`src/rtl/sa_iport_rr_lock.sv`:
```
// Input-port stage of a separable switch allocator: round-robin pick among V VCs,
// forwards the winner's request, returns the grant, and can hold the port for a whole packet.
module sa_iport_rr_lock #(
   parameter int N       = 5,
   parameter int V       = 4,
   parameter bit LOCK_EN = 1'b1
) (
   input  logic           clk,
   input  logic           rst,
   input  logic [V*N-1:0] reqSA_in,
   input  logic [V-1:0]   vcTail_in,
   input  logic           inputGrantSAIn,
   output logic [N-1:0]   reqSAOut,
   output logic [V-1:0]   inputGrantSA_to_VC,
   output logic [V-1:0]   inputVCSelect,
   output logic           locked
);

   localparam int PW = $clog2(V);

   typedef enum logic [0:0] {IDLE = 1'b0, LOCKED = 1'b1} lock_st_t;

   lock_st_t        lock_st;
   logic [PW-1:0]   ptr;
   logic [PW-1:0]   lock_vc;
   logic [V-1:0]    vc_vld;
   logic [PW-1:0]   win;
   logic            sel_vld;
   logic            gnt;
   int              idx;

   for (genvar v = 0; v < V; v++) begin : g_vld
      assign vc_vld[v] = |reqSA_in[v*N +: N];
   end

   always_comb begin
      win     = '0;
      sel_vld = 1'b0;
      idx     = 0;
      if (lock_st == LOCKED) begin
         // A locked port keeps selecting its VC even if that VC has no request this cycle.
         win     = lock_vc;
         sel_vld = 1'b1;
      end else begin
         for (int k = 0; k < V; k++) begin
            idx = (int'(ptr) + k) % V;
            if (!sel_vld && vc_vld[idx]) begin
               sel_vld = 1'b1;
               win     = PW'(idx);
            end
         end
      end
   end

   assign gnt                = sel_vld && inputGrantSAIn && !rst;
   assign inputVCSelect      = (sel_vld && !rst) ? ({{(V-1){1'b0}}, 1'b1} << win) : '0;
   assign reqSAOut           = (sel_vld && !rst) ? reqSA_in[int'(win)*N +: N] : '0;
   assign inputGrantSA_to_VC = inputGrantSAIn ? inputVCSelect : '0;

   always_ff @(posedge clk or posedge rst) begin
      if (rst) begin
         ptr     <= '0;
         lock_st <= IDLE;
         lock_vc <= '0;
         locked  <= 1'b0;
      end else if (gnt) begin
         if (LOCK_EN && !vcTail_in[win]) begin
            lock_st <= LOCKED;
            lock_vc <= win;
            locked  <= 1'b1;
         end else begin
            // Winner drops to lowest priority once its packet (or flit) is done.
            lock_st <= IDLE;
            locked  <= 1'b0;
            if (win == PW'(V-1))
               ptr <= '0;
            else
               ptr <= win + PW'(1);
         end
      end
   end

endmodule

```
`config.mk`:
```
export PLATFORM = sky130hd
export DESIGN_NAME = sa_iport_rr_lock
export DESIGN_NICKNAME = d
export VERILOG_FILES = /design/src/rtl/sa_iport_rr_lock.sv
export SDC_FILE = /design/constraint.sdc
export NUM_CORES = 1
export LEC_CHECK = 0
export ABC_AREA = 1
export CORE_ASPECT_RATIO = 1.2
export CORE_MARGIN = 2
export CORE_UTILIZATION = 44
export DETAILED_ROUTE_END_ITERATION = 10
export HOLD_SLACK_MARGIN = 0.06
export PLACE_DENSITY_LB_ADDON = 0.25
export SETUP_SLACK_MARGIN = 0.15
export SLEW_MARGIN = 10
export SYNTH_ARGS = -nofsm -noshare
export SYNTH_HDL_FRONTEND = slang
export SYNTH_SLANG_ARGS = --single-unit
```
`constraint.sdc`:
```
create_clock -name clk -period 2.4 [get_ports clk]
set_input_delay 0.36 -clock clk [delete_from_list [all_inputs] [get_ports clk]]
set_output_delay 0.36 -clock clk [all_outputs]
set_load 0.1 [all_outputs]
```
==> results.json, run 1 <==
{
  "worst_endpoint": "inputGrantSA_to_VC[3]",
  "syn-cell-area_um2": 1060,
  "ctsHoldBuffers": 0,
  "cts-root-buf": "clkbuf_4",
  "synth_top_area_share_pct": 13.5,
  "ys_top_cells_by_area": "nand2_1 13%, dfrtp_1 12%, nand2_2 9.5%",
  "stop_stage": "5_1_grt",
  "gp_congestion": 0.881,
  "dpl.hpwl_mm": 2.92,
  "dieWidth_um": 48.8,
  "avgSynthCellArea_um2": 6.45,
  "num_rows": 19,
  "yosys.area.top_type": "nand2_1",
  "ys_seq_area_share_pct": 11.8,
  "synth_cell_types": 28,
  "portBuffers": 40,
  "start_util_pct": 46.4,
  "pin_count": 41,
  "clock-sinks": 5,
  "chipHeight_um": 57.7,
  "synth_cells": 164,
  "htree_levels": 1,
  "ys.warnings.count": 0,
  "ys_seq_elements": 5,
  "worst-ep-kind": "primary output",
  "cts_buffers": 3,
  "status": "did not finish",
  "synth_nets": 195,
  "ctsLongestPathBuffers": 2,
  "grt_max_degree": 12,
  "dp.cells": 259,
  "stop_error": "[ERROR DPL-0038] Utilization greater than 100%, impossible to legalize"
}
[logic make-up after synthesis]
group                    count (synthesis)  share of synthesized area (%)
AND/OR/NAND/NOR                        113                           55.6
buffers and inverters                   23                           13.2
AO/OA/AOI/OAI                           18                           12.1
flip-flops                               5                           11.8
adder cells (fa/ha/maj)                  4                           4.73
XOR/XNOR                                 1                           2.60
[synth_stat cells]
library cell	instances
nand2_4	1
nand4_1	8
o21ai_1	2
buf_12	1
buf_6	2
nor2_2	3
nand2_2	16
o21ai_4	1
nand3_2	6
nand3_1	18
nor2_1	19
xnor2_4	1
inv_1	15
nor2_4	1
or2_2	1
a21oi_1	8
buf_8	1
inv_4	1
inv_2	1
or2_1	1
nand2_1	38
nand2_8	1
o21ai_2	1
dfrtp_1	5
ha_1	4
inv_6	1
a21oi_2	6
buf_4	1
[repair_timing]
action / in CTS
resized for setup: 69
setup buffers: 21
setup endpoints to repair: 18
pin swaps: 37
[per-stage QoR]
step                instance area, um2  worst slack, ns  util [%]
floorplan                         1170           -0.162         -
CTS                               2230           -0.389      97.8
global placement                  1900           -0.530      83.2
detailed placement                1900           -0.634      83.2
==> inputs of run 2 (changes only) <==
==> config.mk (replaced) <==
export PLATFORM = sky130hd
export DESIGN_NAME = sa_iport_rr_lock
export DESIGN_NICKNAME = d
export VERILOG_FILES = /design/src/rtl/sa_iport_rr_lock.sv
export SDC_FILE = /design/constraint.sdc
export NUM_CORES = 1
export LEC_CHECK = 0
export ABC_AREA = 1
export CORE_AREA = 2 2 63 65
export DETAILED_ROUTE_END_ITERATION = 10
export DIE_AREA = 0 0 65 67
export PLACE_DENSITY_LB_ADDON = 0.15
export SLEW_MARGIN = 10
export SYNTH_ARGS = -nofsm -noshare
export SYNTH_HDL_FRONTEND = slang
export SYNTH_SLANG_ARGS = --single-unit
==> results.json, run 2 <==
{
  "final_common_cell": "buf_4",
  "routed_via_density": 4.70,
  "relSlewSlack_pct": 82.1,
  "drt-pass1-iter-count": 4,
  "synth_cells": 164,
  "finalHoldViolCount": 0,
  "reg2reg_to": "lock_vc[1]",
  "n_antenna_cell": 0,
  "num_vias": 1411,
  "die_area_um2": 4360,
  "start_util_pct": 29.4,
  "violations": "negative setup slack",
  "portBuffers": 40,
  "antenna_left": 0,
  "drtIter0Drc": 36,
  "cts_buffers": 3,
  "fill_cells": 299,
  "syn_to_final_growth_pct": 115,
  "grt_max_degree": 12,
  "final_core_util_pct": 63.0,
  "place_area_um2": 1920,
  "yosys.area.top_type": "nand2_1",
  "synth_top_area_share_pct": 13.5,
  "hold_path_class": "in -> async",
  "cts-root-buf": "clkbuf_8",
  "required_ns": 2.04,
  "drv_cap": 0,
  "status": "finished with violations",
  "avgSynthCellArea_um2": 6.45,
  "clock-sinks": 5,
  "ys_seq_elements": 5,
  "avgRoutedWirePerCell_um": 13.1,
  "async_flop_share_pct": 100,
  "finalWorstSetupSlack_ns": -0.358,
  "rsz0062_at_grt": "true",
  "arrival_ns": 2.40,
  "clk_pin_slew_worst_paths_ns": 0.04,
  "cts_tree": "yes",
  "grt_antenna_before_repair": 0,
  "fin_skew_ns": 0.00246,
  "num_rows": 22,
  "grt_util_met3_pct": 1.01,
  "gp_congestion": 0.887,
  "crit_type": "in -> out",
  "yosysMostFrequentCell": "nand2_1",
  "fp.coreArea_um2": 3610,
  "grt.busiest_layer": "met2",
  "fmax_mhz": 363,
  "largestRegisters": "lock_vc (2), ptr (2), lock_st (1)",
  "period_share_pct": 115,
  "pin_count": 41,
  "grt_usage_pct": 19.0,
  "wl_mm": 3.94,
  "htree_levels": 1,
  "grt_util_met2_pct": 36.1,
  "ctsLongestPathBuffers": 2,
  "dpl.hpwl_mm": 2.90,
  "dieWidth_um": 65,
  "synth-edff-count": 0,
  "crit_path_max_fanout": 8,
  "chipHeight_um": 67,
  "finalSetupViolations": 18,
  "cp-start-kind": "input port",
  "post-route-min-period_ns": 2.76,
  "tightest_slew_ns": 0.268,
  "grt_use_met1_pct": 21.3,
  "fin_area_um2": 2270,
  "cp-end-kind": "output pin",
  "drive_above_1_share_pct": 64.3,
  "grt_pass1_vias": 1462,
  "rr_startpoint": "ptr[0]",
  "grt_overflow": 0,
  "ys_top_cells_by_area": "nand2_1 13%, dfrtp_1 12%, nand2_2 9.5%",
  "synth_top_flop_cell": "dfrtp_1",
  "syn-cell-area_um2": 1060,
  "ys_seq_area_share_pct": 11.8,
  "ys.warnings.count": 0,
  "slew_viol_final": 0,
  "nets": 284,
  "final_cell_mix": "41 x buf_4, 26 x nand2_2, 21 x nand2_1, 17 x dlygate4sd2_1, 15 x nand3_1",
  "reg2reg_setup_slack_ns": -0.31,
  "clk_latency_ns": 0.23,
  "drc": 0,
  "grt_pass1_wl_mm": 6.38,
  "reg2reg_depth": 21,
  "ctsHoldBuffers": 0,
  "synth_common_cells": "38 x nand2_1, 19 x nor2_1, 18 x nand3_1",
  "synth_cell_types": 28,
  "synth_nets": 195
}
-- run 2: worst max-delay path by stage --
stage / startpoint / endpoint / slack [ns] / cells after the start
2_1_floorplan: ptr[1] / inputGrantSA_to_VC[1] / -0.16 / 11
3_3_place_gp: reqSA_in[4] / reqSAOut[1] / -0.56 / 17
3_5_place_dp: reqSA_in[4] / reqSAOut[1] / -0.60 / 17
4_1_cts: ptr[0] / reqSAOut[3] / -0.34 / 15
5_1_grt: ptr[0] / reqSAOut[4] / -0.48 / 15
6_report: reqSA_in[4] / reqSAOut[0] / -0.36 / 16
-- run 2: kinds of logic after synthesis --
kind of cell / synth area share, %
xor gates and xnor gates: 2.60
DFF: 11.8
adders and majority gates: 4.73
and+or+nand+nor: 55.6
buffers and inverters: 13.2
AOI/OAI and AO/OA: 12.1
-- run 2: stage by stage --
stage / hold WS (ns) / setup slack (ns) / TNS, ns / cells
after global placement: 0.454 / -0.560 / -8.10 / 276
after CTS: 0.349 / -0.344 / -5.43 / 297
final: 0.357 / -0.358 / -5.58 / 300
after floorplan: 0.154 / -0.162 / -1.86 / 164
after detailed placement: 0.468 / -0.603 / -8.96 / 276
after global routing: 0.391 / -0.483 / -7.84 / 300
-- run 2: critical path: stages --
cell and delay (ns):
clkdlybuf4s15_1 0.22, nor2_2 0.19, nand3_2 0.11, nand2_2 0.10, nand2_2 0.08, o21ai_4 0.19
nand4_1 0.17, nand2_2 0.14, nand2_4 0.07, nand2_8 0.11, buf_8 0.14, nand2_2 0.05
nand3_2 0.07, nand2_2 0.06, a21oi_4 0.13, buf_12 0.19
-- run 2: per-layer routing --
metal | up-vias | share of wire, %
met1 | 661 | 40
met5 | - | 0
met3 | 6 | 3.7
met2 | 34 | 55
met4 | 0 | 1.9
li1 | 710 | -
-- run 2: layout make-up --
type	instances	area [um2]	share of cell area (%)
multi-input combinational	136	1040	46.0
timing repair buffer	88	910	40.0
sequential	5	128	5.61
inverter	18	80.1	3.52
tap	48	60.1	2.64
clock buffer	4	45.0	1.98
timing repair inverter	1	6.26	0.275
-- run 2: repair_timing --
item,CTS,global route
gates cloned,1,0
buffers inserted,16,3
endpoints found under the setup margin,18,18
hold endpoints to repair,0,0
resized for setup,68,13
pin swaps,34,14
Power of run 2 is not shown: default switching activity piles up to over one toggle a cycle in this logic, so the estimate is an artifact.
